[src/rtl/ov7670_frame_tx_pkg.sv]
// Shared definitions for the OV7670 frame emulator: FSM state codes, pattern
// codes, the colour-bar RGB565 table and small constant helpers.
// Ports: none (package).
package ov7670_frame_tx_pkg;

  // FSM state encodings
  localparam logic [2:0] ST_IDLE   = 3'd0;
  localparam logic [2:0] ST_VSYNC  = 3'd1;
  localparam logic [2:0] ST_VBP    = 3'd2;
  localparam logic [2:0] ST_ACTIVE = 3'd3;
  localparam logic [2:0] ST_VFP    = 3'd4;

  // Test pattern selectors
  localparam logic [1:0] PAT_BARS  = 2'd0;
  localparam logic [1:0] PAT_SOLID = 2'd1;
  localparam logic [1:0] PAT_GRAD  = 2'd2;
  localparam logic [1:0] PAT_CNT   = 2'd3;

  // Colour-bar table, left to right
  localparam logic [15:0] BAR_WHITE   = 16'hFFFF;
  localparam logic [15:0] BAR_YELLOW  = 16'hFFE0;
  localparam logic [15:0] BAR_CYAN    = 16'h07FF;
  localparam logic [15:0] BAR_GREEN   = 16'h07E0;
  localparam logic [15:0] BAR_MAGENTA = 16'hF81F;
  localparam logic [15:0] BAR_RED     = 16'hF800;
  localparam logic [15:0] BAR_BLUE    = 16'h001F;
  localparam logic [15:0] BAR_BLACK   = 16'h0000;

  function automatic logic [15:0] bar_color(input logic [2:0] idx);
    logic [15:0] c;
    case (idx)
      3'd0:    c = BAR_WHITE;
      3'd1:    c = BAR_YELLOW;
      3'd2:    c = BAR_CYAN;
      3'd3:    c = BAR_GREEN;
      3'd4:    c = BAR_MAGENTA;
      3'd5:    c = BAR_RED;
      3'd6:    c = BAR_BLUE;
      default: c = BAR_BLACK;
    endcase
    return c;
  endfunction

  // Bits needed for a counter running 0..n-1; never narrower than one bit.
  function automatic int unsigned cnt_w(input int unsigned n);
    return (n > 1) ? $clog2(n) : 1;
  endfunction

  function automatic int unsigned max4(input int unsigned a, input int unsigned b,
                                       input int unsigned c, input int unsigned d);
    int unsigned m;
    m = a;
    if (b > m) m = b;
    if (c > m) m = c;
    if (d > m) m = d;
    return m;
  endfunction

endpackage

[src/rtl/ov7670_frame_tx_pattern_gen.sv]
// Purpose: combinational test-pattern source, maps (pattern, x, y) to RGB565.
// Latency: zero (pure combinational); no backpressure, always produces a word.
// Ports: pattern_i selector, x_i pixel index, y_i active line index, rgb_o word.
module ov7670_frame_tx_pattern_gen
  import ov7670_frame_tx_pkg::*;
#(
  parameter int unsigned H_PIXELS = 160,
  parameter logic [15:0] SOLID    = 16'hF800
) (
  input  logic [1:0]  pattern_i,
  input  logic [15:0] x_i,
  input  logic [15:0] y_i,
  output logic [15:0] rgb_o
);

  logic [2:0] bar_idx;

  // Eight equal-width bars across the active width.
  assign bar_idx = 3'((32'(x_i) * 32'd8) / 32'(H_PIXELS));

  always_comb begin
    rgb_o = 16'h0000;
    case (pattern_i)
      PAT_BARS:  rgb_o = bar_color(bar_idx);
      PAT_SOLID: rgb_o = SOLID;
      PAT_GRAD:  rgb_o = {x_i[4:0], x_i[5:0], x_i[4:0]};
      PAT_CNT:   rgb_o = 16'(32'(x_i) + 32'(y_i) * 32'(H_PIXELS));
    endcase
  end

endmodule

[src/rtl/ov7670_frame_tx.sv]
// Purpose: OV7670 DVP bus emulator producing vsync/href/px_data test frames.
// Latency: enable sampled in IDLE -> vsync high one clock later; all outputs registered.
// Backpressure: none; free-running at one byte per clk, frames never truncated.
// Ports: clk_i, rst_i (sync, active high), enable_i, pattern_i in;
//        vsync_o, href_o, px_data_o, frame_done_o out.
module ov7670_frame_tx
  import ov7670_frame_tx_pkg::*;
#(
  parameter int unsigned H_PIXELS  = 160,
  parameter int unsigned V_LINES   = 120,
  parameter int unsigned H_BLANK   = 16,
  parameter int unsigned VSYNC_LEN = 3,
  parameter int unsigned V_BP      = 2,
  parameter int unsigned V_FP      = 2,
  parameter logic [15:0] SOLID     = 16'hF800
) (
  input  logic       clk_i,
  input  logic       rst_i,
  input  logic       enable_i,
  input  logic [1:0] pattern_i,
  output logic       vsync_o,
  output logic       href_o,
  output logic [7:0] px_data_o,
  output logic       frame_done_o
);

  localparam int unsigned LINE_LEN = 2 * H_PIXELS + H_BLANK;
  localparam int unsigned ROW_MAX  = max4(VSYNC_LEN, V_BP, V_LINES, V_FP);
  localparam int unsigned COL_W    = cnt_w(LINE_LEN);
  localparam int unsigned ROW_W    = cnt_w(ROW_MAX);

  localparam logic [COL_W-1:0] COL_LAST   = COL_W'(LINE_LEN - 1);
  localparam logic [COL_W-1:0] COL_ACTIVE = COL_W'(2 * H_PIXELS);

  logic [2:0]       state_q, state_d;
  logic [COL_W-1:0] col_q, col_d;
  logic [ROW_W-1:0] row_q, row_d;
  logic [ROW_W-1:0] row_last;
  logic [1:0]       pattern_q, pattern_d;
  logic [15:0]      frame_cnt_q;

  logic        vsync_d, href_d, done_d;
  logic [7:0]  px_d;
  logic [15:0] rgb;

  // Last row index of the phase currently being timed.
  always_comb begin
    row_last = '0;
    case (state_q)
      ST_VSYNC:  row_last = ROW_W'(VSYNC_LEN - 1);
      ST_VBP:    row_last = ROW_W'(V_BP - 1);
      ST_ACTIVE: row_last = ROW_W'(V_LINES - 1);
      ST_VFP:    row_last = ROW_W'(V_FP - 1);
      default:   row_last = '0;
    endcase
  end

  // Frame FSM and col/row counters. The pattern is captured only on entry
  // to VSYNC so a mid-frame change never tears the image.
  always_comb begin
    state_d   = state_q;
    col_d     = col_q;
    row_d     = row_q;
    pattern_d = pattern_q;
    if (state_q == ST_IDLE) begin
      col_d = '0;
      row_d = '0;
      if (enable_i) begin
        state_d   = ST_VSYNC;
        pattern_d = pattern_i;
      end
    end else if (col_q != COL_LAST) begin
      col_d = col_q + 1'b1;
    end else begin
      col_d = '0;
      if (row_q != row_last) begin
        row_d = row_q + 1'b1;
      end else begin
        row_d = '0;
        case (state_q)
          ST_VSYNC:  state_d = ST_VBP;
          ST_VBP:    state_d = ST_ACTIVE;
          ST_ACTIVE: state_d = ST_VFP;
          ST_VFP: begin
            if (enable_i) begin
              state_d   = ST_VSYNC;
              pattern_d = pattern_i;
            end else begin
              state_d = ST_IDLE;
            end
          end
          default:   state_d = ST_IDLE;
        endcase
      end
    end
  end

  // Outputs are decoded from the next-state values and registered, so they
  // line up with the state they describe without an extra cycle of delay.
  ov7670_frame_tx_pattern_gen #(
    .H_PIXELS (H_PIXELS),
    .SOLID    (SOLID)
  ) u_pattern_gen (
    .pattern_i (pattern_d),
    .x_i       (16'(col_d >> 1)),
    .y_i       (16'(row_d)),
    .rgb_o     (rgb)
  );

  always_comb begin
    vsync_d = (state_d == ST_VSYNC);
    href_d  = (state_d == ST_ACTIVE) && (col_d < COL_ACTIVE);
    px_d    = 8'h00;
    if (href_d) begin
      // High byte on even columns, low byte on odd.
      px_d = col_d[0] ? rgb[7:0] : rgb[15:8];
    end
    done_d  = (state_d == ST_VFP) && (row_d == ROW_W'(V_FP - 1)) && (col_d == COL_LAST);
  end

  always_ff @(posedge clk_i) begin
    if (rst_i) begin
      state_q      <= ST_IDLE;
      col_q        <= '0;
      row_q        <= '0;
      pattern_q    <= PAT_BARS;
      frame_cnt_q  <= 16'h0000;
      vsync_o      <= 1'b0;
      href_o       <= 1'b0;
      px_data_o    <= 8'h00;
      frame_done_o <= 1'b0;
    end else begin
      state_q      <= state_d;
      col_q        <= col_d;
      row_q        <= row_d;
      pattern_q    <= pattern_d;
      vsync_o      <= vsync_d;
      href_o       <= href_d;
      px_data_o    <= px_d;
      frame_done_o <= done_d;
      // Debug-only frame count; wraps naturally at 16 bits.
      if (done_d) begin
        frame_cnt_q <= frame_cnt_q + 16'd1;
      end
    end
  end

endmodule

[config.mk]
export PLATFORM = sky130hd
export DESIGN_NAME = ov7670_frame_tx
export DESIGN_NICKNAME = d
export VERILOG_FILES = /design/src/rtl/ov7670_frame_tx_pkg.sv /design/src/rtl/ov7670_frame_tx_pattern_gen.sv /design/src/rtl/ov7670_frame_tx.sv
export SDC_FILE = /design/constraint.sdc
export NUM_CORES = 1
export LEC_CHECK = 0
export ABC_CLOCK_PERIOD_IN_PS = 3700
export CAP_MARGIN = 20
export CORE_UTILIZATION = 55
export DETAILED_ROUTE_END_ITERATION = 7
export MAX_ROUTING_LAYER = met4
export PLACE_DENSITY = 0.77
export SLEW_MARGIN = 10
export SYNTH_ARGS = -nofsm -noshare
export SYNTH_HDL_FRONTEND = slang
export SYNTH_SLANG_ARGS = --single-unit
[constraint.sdc]
create_clock -name clk_i -period 3.7 [get_ports clk_i]
set_input_delay 0.74 -clock clk_i [delete_from_list [all_inputs] [get_ports clk_i]]
set_output_delay 0.74 -clock clk_i [all_outputs]
set_load 0.02 [all_outputs]
# == Yosys cells after proc, flatten, opt, wreduce, memory -nomap -nowiden ==
# Cells that the tools add are included.
# classes
magnitude_cmp,1
reduce_logical,8
add_sub_neg,3
n_mux,20
eq_ne,20
n_bitwise,1
multipliers,1
div,1
# op_table
op,count
16-bit case mux with 7 select lines,1
16-bit case mux with 4 select lines,1
"11-bit by 8-bit divider with 32-bit output, second input constant",1
7-bit two-way mux,3
7-bit case mux with 3 select lines,1
9-bit two-way mux,2
8-bit by 16-bit adder with 16-bit output,1
"3-bit by 2-bit == test with 1-bit output, second input constant",5
"3-bit == test, second input constant",5
3-bit two-way mux,4
3-bit case mux with 4 select lines,1
"7-bit by 3-bit multiplier with 10-bit output, second input constant",1
2-bit two-way mux,5
"9-bit by 1-bit adder with 9-bit output, second input constant",1
"3-bit by 1-bit == test with 1-bit output, second input constant",3
"9-bit == test, second input constant",1
"9-bit less-than comparator, second input constant",1
"9-bit inequality test, second input constant",1
8-bit two-way mux,1
"7-bit by 1-bit adder with 7-bit output, second input constant",1
"7-bit by 1-bit == test with 1-bit output, second input constant",1
7-bit inequality test,1
3-bit logical NOT,2
"2-bit == test, second input constant",2
other kinds (6),9
# totals
reg_bits,32
inputBits,5

# == Depth between registers and ports, before layout ==
# Gate-level depths: netlist (run 1).
# depth
word_depth,11
ltp_mapped,22
mapped_depth_nobuf,21

# == Modules after synthesis ==
# From an unflattened synthesis (run 1), not the netlist that was laid out.
# hier_totals
cells_unflattened,547
hier_area_um2,4315.4
# by_module_without_submodules
module,n_inst,seq_area_each_um2,area_each_um2,cells_per_inst
ov7670_frame_tx_pattern_gen,1,0.0,2429.8,332
ov7670_frame_tx,1,640.6,1885.6,215

# == Worst setup path before layout (run 1) ==
# Ideal clock, no wire load.
# synth_path
path_kind,reg2reg
from,register col_q[0]
to,register px_data_o[5]
path_stages_with_launch,21
required_ns,3.613
setup_ns,0.087
synth_period_minus_slack_ns,4.077
path_buffers,2
arrival_time_ns,3.990
path_slack_ns,-0.377
cell_sequence,dfxtp_1 > ha_1 > and3_2 > and3_1 > buf_2 > and3_1 > buf_4 > or3_1 > inv_1 > ha_1 > ha_1 > inv_1 > fa_1 > xnor2_1 > nor3b_1 > nand2_1 > nor4b_1 > a211oi_1 > xnor2_1 > o21ai_0 > a211oi_1
# synth_between
elab_cells_between_ends,32
# synth_rtl
item,line_no,text
start: declaration,ov7670_frame_tx.sv:36,"logic [COL_W-1:0] col_q, col_d;"
start signal: assignment,ov7670_frame_tx.sv:134,col_q <= col_d;
9-bit inequality test,ov7670_frame_tx.sv:72,end else if (col_q != COL_LAST) begin
7-bit two-way mux,ov7670_frame_tx.sv:72,
7-bit two-way mux,ov7670_frame_tx.sv:65,if (state_q == ST_IDLE) begin
net row_d[0],ov7670_frame_tx.sv:37,"logic [ROW_W-1:0] row_q, row_d;"
7-bit by 3-bit multiplier with 10-bit output,ov7670_frame_tx_pattern_gen.sv:27,PAT_CNT: rgb_o = 16'(32'(x_i) + 32'(y_i) * 32'(H_PIXELS));
8-bit by 16-bit adder with 16-bit output,ov7670_frame_tx_pattern_gen.sv:27,
16-bit case mux with 4 select lines,ov7670_frame_tx_pattern_gen.sv:23,case (pattern_i)
8-bit two-way mux,ov7670_frame_tx.sv:116,px_d = col_d[0] ? rgb[7:0] : rgb[15:8];
end signal: assignment,ov7670_frame_tx.sv:139,px_data_o <= px_d;
end: declaration,ov7670_frame_tx.sv:23,"output logic [7:0] px_data_o,"
# The timed path passes the listed nets, and every way through them passes these cells.
# A chain may end at the register's enable or synchronous reset.

# == Worst setup path after layout (run 1) ==
# layout_path
from,register row_q[4]
to,register px_data_o[6]
# layout_between
elab_chain_cells,8
elab_cells_between_ends,23
# layout_rtl
item,line_no,text
start: declaration,ov7670_frame_tx.sv:37,
start signal: assignment,ov7670_frame_tx.sv:135,row_q <= row_d;
7-bit inequality test,ov7670_frame_tx.sv:76,if (row_q != row_last) begin
7-bit two-way mux,ov7670_frame_tx.sv:76,
7-bit two-way mux,ov7670_frame_tx.sv:72,
7-bit two-way mux,ov7670_frame_tx.sv:65,
net row_d[2],ov7670_frame_tx.sv:37,
7-bit by 3-bit multiplier with 10-bit output,ov7670_frame_tx_pattern_gen.sv:27,
8-bit by 16-bit adder with 16-bit output,ov7670_frame_tx_pattern_gen.sv:27,
16-bit case mux with 4 select lines,ov7670_frame_tx_pattern_gen.sv:23,
8-bit two-way mux,ov7670_frame_tx.sv:116,
# The timed path passes the listed nets, and every way through them passes these cells.

==> results of run 1 <==
worst reg2reg max path, delay by kind of cell (launching register included):
kind / cells / cell delay [ns]
adders and majority gates: 2 / 0.63
and+or+nand+nor: 5 / 1.16
AOI/OAI and AO/OA: 6 / 1.24
buffers and inverters: 1 / 0.17
xor gates and xnor gates: 1 / 0.25
DFF: 1 / 0.33
power by group through the flow:
stage | Combinational (mW) | Sequential (mW) | Clock, mW
6_report | 0.119 | 0.352 | 0.271
5_1_grt | 0.127 | 0.352 | 0.279
4_1_cts | 0.110 | 0.352 | 0.267
3_5_place_dp | 0.104 | 0.360 | 0
3_3_place_gp | 0.102 | 0.359 | 0
2_1_floorplan | 0.0709 | 0.361 | 0
worst paths after layout:
check                           slack, ns                 endpoint  depth (start not counted)
worst max-delay path                -0.15  px_data_o[6]$_SDFF_PP0_                         15
worst max register to register      -0.15  px_data_o[6]$_SDFF_PP0_                         15
worst min register to register       0.68      row_q[5]$_SDFF_PP0_                          2
worst min-delay path                 0.68      row_q[5]$_SDFF_PP0_                          2
layer usage:
layer,part of all wire [%],vias to the layer above
li1,-,1465
met1,39,1569
met2,48,206
met3,8.7,46
met4,4.5,0
met5,0,-
flip-flops by register name, indices dropped and copies added, names as in the netlist:
name,count
col_q,9
px_data_o,8
row_q,7
state_q,3
pattern_q,2
frame_done_o,1
href_o,1
vsync_o,1
repair_timing:
item | in CTS | in global routing
setup buffers | 5 | 6
pin swaps | 11 | 6
cloned | 0 | 0
setup endpoints to repair | 8 | 8
gates resized for setup | 25 | 19
cells by family after synthesis:
group | synth area share, %
xor gates and xnor gates | 6.12
and+or+nand+nor | 27.7
DFF | 22.4
adders and majority gates | 8.75
buffers and inverters | 6.73
muxes | 5.38
AOI/OAI and AO/OA | 23.0
cell type report:
class,count,area share (%)
clock buffers,6,1.87
clock inverters,1,0.129
inverters,18,1.81
multi-input cells,296,59.7
flip-flops and latches,32,16.7
well taps,67,2.16
repair buffers,84,17.6
metrics by stage:
stage	TNS, ns	setup slack, ns	cells	cell area [um^2]	power [mW]
2_1_floorplan	-0.0936	-0.0489	363	2960	0.432
3_3_place_gp	-0.153	-0.0619	486	3490	0.461
3_5_place_dp	-0.481	-0.192	486	3490	0.464
4_1_cts	-0.0100	-0.0100	498	3740	0.729
5_1_grt	-1.03	-0.329	504	3870	0.759
6_report	-0.336	-0.152	504	3870	0.743
placed cells by master, fill, tap and decap left out, types with 3 or more instances in the layout:
master and n:
sky130_fd_sc_hd__mux2_2 5, sky130_fd_sc_hd__nand3_1 10, sky130_fd_sc_hd__nor2_1 39, sky130_fd_sc_hd__nor2b_1 6, sky130_fd_sc_hd__clkbuf_8 5, sky130_fd_sc_hd__o211ai_1 3, sky130_fd_sc_hd__ha_4 6, sky130_fd_sc_hd__nand2b_1 3
sky130_fd_sc_hd__xor2_1 7, sky130_fd_sc_hd__a21oi_1 13, sky130_fd_sc_hd__clkdlybuf4s50_1 15, sky130_fd_sc_hd__buf_6 4, sky130_fd_sc_hd__mux2i_1 7, sky130_fd_sc_hd__o21ai_0 17, sky130_fd_sc_hd__ha_1 10, sky130_fd_sc_hd__dfxtp_2 5
sky130_fd_sc_hd__nor3_1 13, sky130_fd_sc_hd__a21o_1 6, sky130_fd_sc_hd__dfxtp_1 27, sky130_fd_sc_hd__a31oi_1 5, sky130_fd_sc_hd__a211oi_1 8, sky130_fd_sc_hd__nor2_2 4, sky130_fd_sc_hd__xnor2_1 10, sky130_fd_sc_hd__nand4_1 7
sky130_fd_sc_hd__inv_1 16, sky130_fd_sc_hd__a311oi_1 4, sky130_fd_sc_hd__o21ai_1 4, sky130_fd_sc_hd__buf_4 65, sky130_fd_sc_hd__nand2_1 30
==> out/results.ini, run 1 <==
[grt]
grt_antenna_before_repair = 0
use_met2_pct = 59.2
groute.layer.met1.usage_pct = 44.3
leftover_overflow_at_the_end_of_global_routing = 0
global_route.peak_usage_layer = met2
grt.met3_usage_pct = 6.50
grt_use_total_pct = 36.8
grt_start_max_net_pins = 19
grt_pass1_wl_um = 14800
vias_in_the_first_global_route = 3138

[logic_synthesis]
postSynthRegisterBits = 32
ys_seq_area_share_pct = 22.4
postSynthNetCount = 386
yosysWarnings = 0
synth_top_cells_by_count = 43 x sky130_fd_sc_hd__nor2_1, 32 x sky130_fd_sc_hd__dfxtp_1, 32 x sky130_fd_sc_hd__nand2_1
synth_most_common_cell = sky130_fd_sc_hd__nor2_1
synth_area_per_cell_um2 = 7.88
fraction_of_post_synthesis_cell_area_in_the_top_cell_type_by_area_pct = 22.4
netlist_area_um2 = 2860
most_area_consuming_cells_after_synthesis = sky130_fd_sc_hd__dfxtp_1 22%, sky130_fd_sc_hd__ha_1 7.0%, sky130_fd_sc_hd__nor2_1 5.6%
synth_cell_types = 75
ys_dominant_reg_cell = sky130_fd_sc_hd__dfxtp_1
synthCells = 363
ys_async_sr_fraction_pct = 0
post-synth-top-area-cell = sky130_fd_sc_hd__dfxtp_1
edff_count_synth = 0

[sta]
timing.final.ws_setup_ns = -0.152
hold_viol_final = 0
drv_slew = 0
rsz_0062_raised_after_global_routing = true
fin_worst_skew_ns = 0.00439
fmax_ghz = 0.260
final_period_minus_worst_setup_slack_ns = 3.85
setup_viol = 3
worst_hold_slack_ns = 0.677
worst_slew_pin_slew_ns = 0.776
final_min_period_over_clock_period_pct = 104
worst_slew_margin_rel_pct = 47.7

[place]
port_buffers = 15
dpl.hpwl_um = 6540
routability_congestion = 0.955

[finish]
fin_nets = 460
fillerInstances = 313
area_delta_synth_final_pct = 35.3
final_layout_size_suffix_gt1_share_pct = 34.8
sequential_area_um2 = 647
antenna_cells_inserted = 0
final_core_utilization_pct = 79.9
area_taken_by_multi_input_logic_gates_um2 = 2310

[outcome]
failed_checks = negative setup slack
run_status = finished, violations left

[die]
die_w_um = 74.1
io-pin-count = 16
placeableCoreArea_um2 = 4850
placementRows = 25
initial_core_util_pct = 59.0
chipHeight_um = 74.1
fp.dieArea_um2 = 5500

[routing]
vias = 3286
ant_nets = 0
drt_pass1_iterations = 5
detail_route.vias_per_cell = 6.52
drt_first_iter_violations = 402
drc_errors = 0
wl_um = 9530
routed_wire_length_per_instance_um = 18.9

[worst_setup_path]
timing.critical_path.from = row_q[4]$_SDFF_PP0_
crit_type = reg -> reg
endpoint_kind = register
crit_path_dat_ns = 4.07
worst_setup_path_start_kind = register
worst_path_max_delay_cell = sky130_fd_sc_hd__or4_4
slowest_delay_ns = 0.53
cp_cell_sequence = or4_4 > o22ai_4 > nand2_2 > o21ai_4 > nor2_2 > ha_1 > ha_1 > a21o_1 > a21o_1 > xor2_1 > buf_4 > nand3_1 > or2_4 > a32o_2 > a211oi_2
critPathMaxFanout = 5
worst_r2r_startpoint = row_q[4]$_SDFF_PP0_
crit_path_buffers_inverters = 1
cpLargestDelayFamily = compound AO/OA/AOI/OAI gates
worstPathRequired_ns = 3.92

[cts]
post_cts_hold_buffer_count = 0
clk_root_buffer_cell = sky130_fd_sc_hd__clkbuf_8
cts.sink_count = 32
clk_transition_reported_paths_ns = 0.07
htreeDepth = 2
maximum_number_of_buffers_from_clock_root_to_sink = 2
tritoncts_clock_tree = done
clk-insertion-delay-late_ns = 0.29
cts_buffers = 5

[pwr]
clockPowerShare_pct = 36.6
power.switching_uw = 217
sw_frac_of_total_pct = 29.3
p_comb_share_pct = 16.1
cell_internal_pwr_uw = 525
power.density_cell_area_nw_per_um2 = 192
leakagePower_nw = 1.67
peakVddDrop_mv = 0.145
sequentialPowerShare_pct = 47.4

[worst_hold_path]
holdCritPathClass = reg -> reg
hold_path_startpoint = row_q[5]$_SDFF_PP0_

[run]
max_cap_viol_count = 0

Note: power is estimated with default switching activity, not from simulation.
==> run 2: changes to the inputs <==
- CAP_MARGIN: 20 -> unset
==> results of run 2 <==
Final layout, timing and power as in run 1 (identical DEF).
